### config.mk
export PLATFORM = sky130hd
export DESIGN_NAME = imem_uart_loader
export DESIGN_NICKNAME = d
export VERILOG_FILES = /design/src/rtl/imem_loader_pkg.sv /design/src/rtl/imem_uart_loader_rx.sv /design/src/rtl/imem_uart_loader.sv
export SDC_FILE = /design/constraint.sdc
export NUM_CORES = 1
export LEC_CHECK = 0
export ABC_AREA = 1
export CAP_MARGIN = 10
export CELL_PAD_IN_SITES_DETAIL_PLACEMENT = 2
export CELL_PAD_IN_SITES_GLOBAL_PLACEMENT = 2
export CORE_ASPECT_RATIO = 0.8
export CORE_MARGIN = 8
export CORE_UTILIZATION = 34
export DETAILED_ROUTE_END_ITERATION = 8
export PLACE_DENSITY = 0.81
export SLEW_MARGIN = 25
export SYNTH_ARGS = -nofsm -noshare
export SYNTH_HDL_FRONTEND = slang
export SYNTH_HIERARCHICAL = 1
export SYNTH_SLANG_ARGS = --single-unit
### constraint.sdc
create_clock -name clk -period 3.5 [get_ports clk]
set_input_delay 0.525 -clock clk [delete_from_list [all_inputs] [get_ports clk]]
set_output_delay 0.525 -clock clk [all_outputs]
set_load 0.01 [all_outputs]
### src/rtl/imem_loader_pkg.sv
// ============================================================================
//  Module      : imem_loader_pkg
//  Description : Shared types and constants for the UART instruction loader.
//  Revision    : 1.0 - initial release
// ============================================================================
`default_nettype none

package imem_loader_pkg;

   // Loader frame-parser states
   typedef enum logic [2:0] {
      IDLE = 3'd0,
      LEN0 = 3'd1,
      LEN1 = 3'd2,
      DATA = 3'd3,
      CSUM = 3'd4,
      DONE = 3'd5,
      ERR  = 3'd6
   } loader_state_t;

   // First byte of every frame
   localparam logic [7:0] SYNC_BYTE = 8'hA5;

   // Clock cycles per UART bit, truncated
   function automatic int clks_per_bit(input int clk_freq, input int baud);
      return clk_freq / baud;
   endfunction

endpackage

`default_nettype wire

### src/rtl/imem_uart_loader_rx.sv
// ============================================================================
//  Module      : uart_rx_byte
//  Description : 8N1 UART receiver with 2-flop synchronizer, false-start
//                rejection and stop-bit framing error report.
//  Revision    : 1.0 - initial release
// ============================================================================
`default_nettype none

module uart_rx_byte
   import imem_loader_pkg::*;
#(
   parameter int CLKS_PER_BIT = 434
) (
   input  logic       clk,
   input  logic       reset,
   input  logic       rx,
   output logic [7:0] rx_byte,
   output logic       rx_valid,
   output logic       rx_ferr
);

   localparam int CW = $clog2(CLKS_PER_BIT + 1);
   localparam logic [CW-1:0] FULL_M1 = CW'(CLKS_PER_BIT - 1);
   localparam logic [CW-1:0] HALF_M1 = CW'(CLKS_PER_BIT / 2 - 1);

   localparam logic [1:0] RX_IDLE  = 2'd0;
   localparam logic [1:0] RX_START = 2'd1;
   localparam logic [1:0] RX_DATA  = 2'd2;
   localparam logic [1:0] RX_STOP  = 2'd3;

   logic          sync1_q, sync2_q, prev_q;
   logic [1:0]    st_q, st_d;
   logic [CW-1:0] cnt_q, cnt_d;
   logic [2:0]    bit_q, bit_d;
   logic [7:0]    shift_q, shift_d;
   logic          valid_q, valid_d;
   logic          ferr_q, ferr_d;

   // Next-state logic: all sampling is timed from the middle of the start bit
   always_comb begin
      st_d    = st_q;
      cnt_d   = cnt_q;
      bit_d   = bit_q;
      shift_d = shift_q;
      valid_d = 1'b0;
      ferr_d  = 1'b0;
      case (st_q)
         RX_IDLE: begin
            // Falling edge on the synchronized line begins a start bit
            if (prev_q && !sync2_q) begin
               cnt_d = '0;
               st_d  = RX_START;
            end
         end
         RX_START: begin
            if (cnt_q == HALF_M1) begin
               cnt_d = '0;
               bit_d = '0;
               // Line back high at mid-start means it was only a glitch
               st_d  = sync2_q ? RX_IDLE : RX_DATA;
            end else begin
               cnt_d = cnt_q + 1'b1;
            end
         end
         RX_DATA: begin
            if (cnt_q == FULL_M1) begin
               cnt_d   = '0;
               shift_d = {sync2_q, shift_q[7:1]};
               bit_d   = bit_q + 1'b1;
               if (bit_q == 3'd7) st_d = RX_STOP;
            end else begin
               cnt_d = cnt_q + 1'b1;
            end
         end
         default: begin
            if (cnt_q == FULL_M1) begin
               cnt_d   = '0;
               valid_d = sync2_q;
               ferr_d  = !sync2_q;
               st_d    = RX_IDLE;
            end else begin
               cnt_d = cnt_q + 1'b1;
            end
         end
      endcase
   end

   // Synchronizer and receiver state registers
   always_ff @(posedge clk) begin
      if (reset) begin
         sync1_q <= 1'b1;
         sync2_q <= 1'b1;
         prev_q  <= 1'b1;
         st_q    <= RX_IDLE;
         cnt_q   <= '0;
         bit_q   <= '0;
         shift_q <= '0;
         valid_q <= 1'b0;
         ferr_q  <= 1'b0;
      end else begin
         sync1_q <= rx;
         sync2_q <= sync1_q;
         prev_q  <= sync2_q;
         st_q    <= st_d;
         cnt_q   <= cnt_d;
         bit_q   <= bit_d;
         shift_q <= shift_d;
         valid_q <= valid_d;
         ferr_q  <= ferr_d;
      end
   end

   assign rx_byte  = shift_q;
   assign rx_valid = valid_q;
   assign rx_ferr  = ferr_q;

endmodule

`default_nettype wire

### src/rtl/imem_uart_loader.sv
// ============================================================================
//  Module      : imem_uart_loader
//  Description : Parses framed program images from a UART and writes 32-bit
//                words into instruction memory, holding the core meanwhile.
//  Revision    : 1.0 - initial release
// ============================================================================
`default_nettype none

module imem_uart_loader
   import imem_loader_pkg::*;
#(
   parameter int          CLK_FREQ       = 50_000_000,
   parameter int          BAUD           = 115200,
   parameter logic [31:0] BASE_ADDR      = 32'h0000_0000,
   parameter int          MAX_WORDS      = 256,
   parameter int          TIMEOUT_CYCLES = 5_000_000
) (
   input  logic        clk,
   input  logic        reset,
   input  logic        uart_rx,
   output logic        imem_we,
   output logic [31:0] imem_addr,
   output logic [31:0] imem_wdata,
   output logic        cpu_hold,
   output logic        done,
   output logic        error,
   output logic [15:0] words_loaded
);

   localparam int CLKS_PER_BIT = clks_per_bit(CLK_FREQ, BAUD);

   logic [7:0] rx_byte;
   logic       rx_valid, rx_ferr;

   uart_rx_byte #(.CLKS_PER_BIT(CLKS_PER_BIT)) u_rx (
      .clk      (clk),
      .reset    (reset),
      .rx       (uart_rx),
      .rx_byte  (rx_byte),
      .rx_valid (rx_valid),
      .rx_ferr  (rx_ferr)
   );

   loader_state_t state_q, state_d;
   logic [15:0]   len_q, len_d;
   logic [15:0]   words_q, words_d;
   logic [1:0]    bcnt_q, bcnt_d;
   logic [31:0]   word_q, word_d;
   logic [7:0]    csum_q, csum_d;
   logic [31:0]   tmo_q, tmo_d;
   logic          we_q, we_d;
   logic [31:0]   addr_q, addr_d;
   logic [31:0]   wdata_q, wdata_d;
   logic          done_q, done_d;
   logic          error_q, error_d;
   logic          in_frame;
   logic [15:0]   len_full;
   logic [31:0]   word_next;

   assign in_frame  = (state_q == LEN0) || (state_q == LEN1) ||
                      (state_q == DATA) || (state_q == CSUM);
   assign len_full  = {rx_byte, len_q[7:0]};
   assign word_next = {rx_byte, word_q[31:8]};

   // Frame parser: sync detect, length check, word assembly, checksum, timeout
   always_comb begin
      state_d = state_q;
      len_d   = len_q;
      words_d = words_q;
      bcnt_d  = bcnt_q;
      word_d  = word_q;
      csum_d  = csum_q;
      tmo_d   = '0;
      we_d    = 1'b0;
      addr_d  = addr_q;
      wdata_d = wdata_q;
      done_d  = done_q;
      error_d = error_q;

      if (in_frame) begin
         tmo_d = rx_valid ? 32'd0 : tmo_q + 32'd1;
         if (rx_ferr || (!rx_valid && tmo_d == 32'(TIMEOUT_CYCLES))) begin
            state_d = ERR;
            error_d = 1'b1;
         end else if (rx_valid) begin
            csum_d = csum_q ^ rx_byte;
            case (state_q)
               LEN0: begin
                  len_d   = {8'h00, rx_byte};
                  state_d = LEN1;
               end
               LEN1: begin
                  len_d = len_full;
                  if (len_full > 16'(MAX_WORDS)) begin
                     state_d = ERR;
                     error_d = 1'b1;
                  end else if (len_full == 16'd0) begin
                     state_d = CSUM;
                  end else begin
                     state_d = DATA;
                  end
               end
               DATA: begin
                  word_d = word_next;
                  bcnt_d = bcnt_q + 2'd1;
                  if (bcnt_q == 2'd3) begin
                     we_d    = 1'b1;
                     wdata_d = word_next;
                     addr_d  = BASE_ADDR + {14'd0, words_q, 2'b00};
                     words_d = words_q + 16'd1;
                     if (words_q + 16'd1 == len_q) state_d = CSUM;
                  end
               end
               default: begin
                  // Checksum byte itself is not folded into the running XOR
                  csum_d = csum_q;
                  if (rx_byte == csum_q) begin
                     state_d = DONE;
                     done_d  = 1'b1;
                  end else begin
                     state_d = ERR;
                     error_d = 1'b1;
                  end
               end
            endcase
         end
      end else if (rx_valid && rx_byte == SYNC_BYTE) begin
         state_d = LEN0;
         done_d  = 1'b0;
         error_d = 1'b0;
         words_d = '0;
         bcnt_d  = '0;
         csum_d  = '0;
      end
   end

   // State and output registers
   always_ff @(posedge clk) begin
      if (reset) begin
         state_q <= IDLE;
         len_q   <= '0;
         words_q <= '0;
         bcnt_q  <= '0;
         word_q  <= '0;
         csum_q  <= '0;
         tmo_q   <= '0;
         we_q    <= 1'b0;
         addr_q  <= BASE_ADDR;
         wdata_q <= '0;
         done_q  <= 1'b0;
         error_q <= 1'b0;
      end else begin
         state_q <= state_d;
         len_q   <= len_d;
         words_q <= words_d;
         bcnt_q  <= bcnt_d;
         word_q  <= word_d;
         csum_q  <= csum_d;
         tmo_q   <= tmo_d;
         we_q    <= we_d;
         addr_q  <= addr_d;
         wdata_q <= wdata_d;
         done_q  <= done_d;
         error_q <= error_d;
      end
   end

   assign imem_we      = we_q;
   assign imem_addr    = addr_q;
   assign imem_wdata   = wdata_q;
   assign cpu_hold     = in_frame;
   assign done         = done_q;
   assign error        = error_q;
   assign words_loaded = words_q;

endmodule

`default_nettype wire
==> results.toml <==
[worst_setup_path]
crit_path_frequent_cell = "nor2_1"
required_ns = 2.97
cp.arrival_ns = 2.74
cp_max_fo = 5
worstRegToRegCells = 17
crit_slowest_cell = "clkdlybuf4s50_1"
crit_path_max_incr_delay_ns = 0.54
critPathLaunchType = "flip-flop"
timing.rr.end = "words_loaded[3]"
crit_family = "simple AND/OR/NAND/NOR gates"
cp_num_buf_inv = 3
path_cells = "nor2_1 -> nand2_1 -> nand2_1 -> nor2_1 -> inv_1 -> nor2_1 -> inv_1 -> clkdlybuf4s50_1"
r2r-start = "tmo_q[0]"
r2r_slack_ns = 0.35
path_class = "reg -> out"
cp-end-kind = "output port"

[power]
vdd_drop_max_uv = 320
p_comb_share_pct = 5.5
switching_share_pct = 24.3
clkPwrFrac_pct = 46.4
total_power_uw = 4300
seqPwrFrac_pct = 48.1
internal_power_uw = 3250
p_leak_uw = 0.00410
power_switching_uw = 1040
p_per_area_mw_per_mm2 = 400

[placed_design]
portBuffers = 70
placed_cells = 1757
gp_congestion = 0.805
dp_hpwl_um = 23100
place_area_mm2 = 0.0101

[synthesis]
synth_top_cell_by_area = "dfxtp_1"
avgSynthCellArea_um2 = 6.71
synth_area_leaders = "dfxtp_1 (39%), nand2_1 (14%), nor2_1 (8.6%), nand3_1 (6.1%), inv_1 (6.0%)"
synth.lib_cells_used.distinct = 43
ys_async_sr_fraction_pct = 0
yosys_warnings = 6
ys.flop_type = "dfxtp_1"
synth_seq_cells = 179
synth_edf_count = 0
ys_seq_area_share_pct = 39.2
synth_top_area_share_pct = 39.2
syn-cell-area_mm2 = 0.00914
synth_cells = 1361

[cells_and_area]
diodes = 0
final_nets = 1435
final_area_mm2 = 0.0107
nFillCells = 3221
finalNonFillerCells = 1790
multi_input_area_mm2 = 0.00468
layout-drive-gt1-share_pct = 8.03
area_growth_syn_to_layout_pct = 17.6
regArea_mm2 = 0.00358

[floorplanning]
die_h_um = 163
die_area_mm2 = 0.0324
fp.coreArea_mm2 = 0.0263
floorplan.initialDensity_pct = 34.7
num_rows = 53
ioPinCount = 87
die_w_um = 199

[sta]
setup_viol = 0
fin_crit_sh_pct = 93.4
fin_crit_ns = 3.27
setup_tns_ns = 0
slew_headroom_pct = 54.0
hold_viol_final = 0
worstMarginPinSlew_ns = 0.690
skew_ns = 0.00935
fmaxAchievable_mhz = 306
finalMaxSlewViolations = 0
rsz0062_at_grt = "no"

[cts]
clk_latency_ns = 0.44
cts_buffer_depth = 2
cts_post_setup_buffers_inserted = 0
cts_buffers = 17
cts.clk_slew.worst_paths_ns = 0.07
ctsHtreeMaxLevel = 4
cts_root_buf = "clkbuf_16"
tritoncts = "yes"
cts_sinks = 179

[route]
drc_errors = 0
dr_total_vias = 8949
drt_iter0_drc = 374
firstDrtPassIters = 4
antenna_left = 0
drt_wl_total_um = 31600
wl_per_cell_um = 17.7
vias_per_cell = 5.00

[grt]
grt_max_degree = 69
grt_first_pass_wirelength_um = 52000
antenna_found_initial = 0
use_met2_pct = 34.2
groute.usage.overall_pct = 19.9
grt_pass1_vias = 9865
grt_overflow = 0
use_met3_pct = 2.83
grt_use_met1_pct = 25.9
top_usage_layer = "met2"

[min_path]
whs_endpoint = "u_rx/sync2_q"
min_from = "u_rx/sync1_q"
hold_class = "reg -> reg"
whs_path_depth = 1

[run_status]
status = "finished clean"

[run]
maxCapViolCount = 0
## how the worst max path moves through the flow
| stage | startpoint | end | cells past startpoint |
|---|---|---|---|
| after CTS | state_q[2] | cpu_hold | 8 |
| after global routing | tmo_q[0] | words_loaded[15] | 17 |
| final | state_q[2] | cpu_hold | 8 |
| after detailed placement | tmo_q[0] | words_loaded[3] | 17 |
| after global placement | tmo_q[0] | words_loaded[13] | 17 |
| after floorplan | tmo_q[0] | word_q[10] | 16 |
## flip-flops by register name, indices dropped and copies added (netlist names), 2 cells and up
name,cells
u_rx/rx_byte,8
words_loaded,16
imem_wdata,32
imem_addr,16
tmo_q,32
u_rx/st_q,2
len_q,16
state_q,3
csum_q,8
u_rx/bit_q,3
bcnt_q,2
word_q,24
u_rx/cnt_q,9
## area by class of cell
type	count	area share, %
clock buffers	21	4.47
clock inverters	11	1.18
inverters	154	5.39
multi-input cells	981	43.6
flip-flops and latches	179	33.4
well taps	357	4.16
repair buffers	87	7.83
## cell families (layout without fill, tap and decap cells)
logic type                 after synthesis  count (layout)  share of synthesized area (%)
and+or+nand+nor                        761             762                           36.7
buffers and inverters                  217             273                           10.3
DFF                                    179             179                           39.2
AOI/OAI and AO/OA                      172             172                           10.3
xor gates and xnor gates                19              19                           1.82
adders and majority gates               12              12                           1.64
other                                    1              16                         0.0410
## cells in the mapped netlist (3+ instances only)
library cell	count
nor2_4	7
inv_1	146
nand2_1	341
buf_4	19
o21ai_1	11
dfxtp_1	179
nand4_1	33
a21oi_1	93
xnor2_1	9
nor3_1	12
ha_1	12
nand2_2	14
nor2_1	210
buf_6	5
nand2_4	5
nand3_1	112
o21ai_0	46
o21bai_1	6
nor2_2	7
buf_2	16
or2_2	7
nor4_1	3
a21oi_2	10
xor2_1	10
clkbuf_1	21
inv_2	7
## power by group through the flow
stage          clock [µW]  combinational, µW  sequential (µW)
2_1_floorplan           0                191             2110
3_3_place_gp            0                222             2110
3_5_place_dp            0                234             2110
4_1_cts              2060                239             2070
5_1_grt              2130                273             2070
6_report             1990                237             2070
## layer usage
metal  share of wire (%)  routed length (µm)
met2                  48               15200
met3                 2.5                 775
met5                   0                   0
met1                  48               15200
met4                 1.3                 422
## worst reg2reg max path, cell delays in order (launching register included)
cell and delay [ns]:
dfxtp_1 0.41, ha_1 0.27, nand3_1 0.15, nor2_1 0.26, nand2_1 0.17, inv_1 0.10
nand3_1 0.08, nand3_1 0.12, nand2_1 0.06, inv_1 0.05, nand2_1 0.05, nor2_1 0.23
nand3_4 0.21, nand3_1 0.17, nand2_4 0.20, nand2_2 0.15, nand2_4 0.17, a21oi_1 0.22
## repair_timing
| item | in CTS | in global routing |
|---|---|---|
| hold buffers | 0 | 0 |
| endpoints found under the setup margin | 0 | 14 |
| resized for setup | 0 | 2 |
| hold endpoints to repair | 0 | 0 |
## cells in the final DEF, fill, tap and decap left out, types with 6 or more instances in the layout
cell and count:
nor2_4 7, nor3_1 12, o21ai_1 11, nand2_1 340, o21ai_0 46, clkbuf_16 17, nor2_2 7, inv_1 145
xor2_1 10, nand2_4 6, nand3_1 112, inv_2 7, nand4_1 33, xnor2_1 9, a21oi_1 93, o21bai_1 6
a21oi_2 10, or2_2 7, conb_1 16, buf_4 16, dfxtp_1 179, nor2_1 210, clkdlybuf4s50_1 70, ha_1 12
nand2_2 14
## metrics by stage
stage / utilization, % / hold slack, ns / worst slack, ns
floorplan: - / 0.389 / 1.22
global placement: 38.4 / 0.404 / 0.390
detailed placement: 38.4 / 0.412 / 0.274
CTS: 40.7 / 0.427 / 0.198
global route: 40.8 / 0.442 / 0.0588
finish: 40.8 / 0.423 / 0.231
Note: power is estimated with default switching activity, not from simulation.
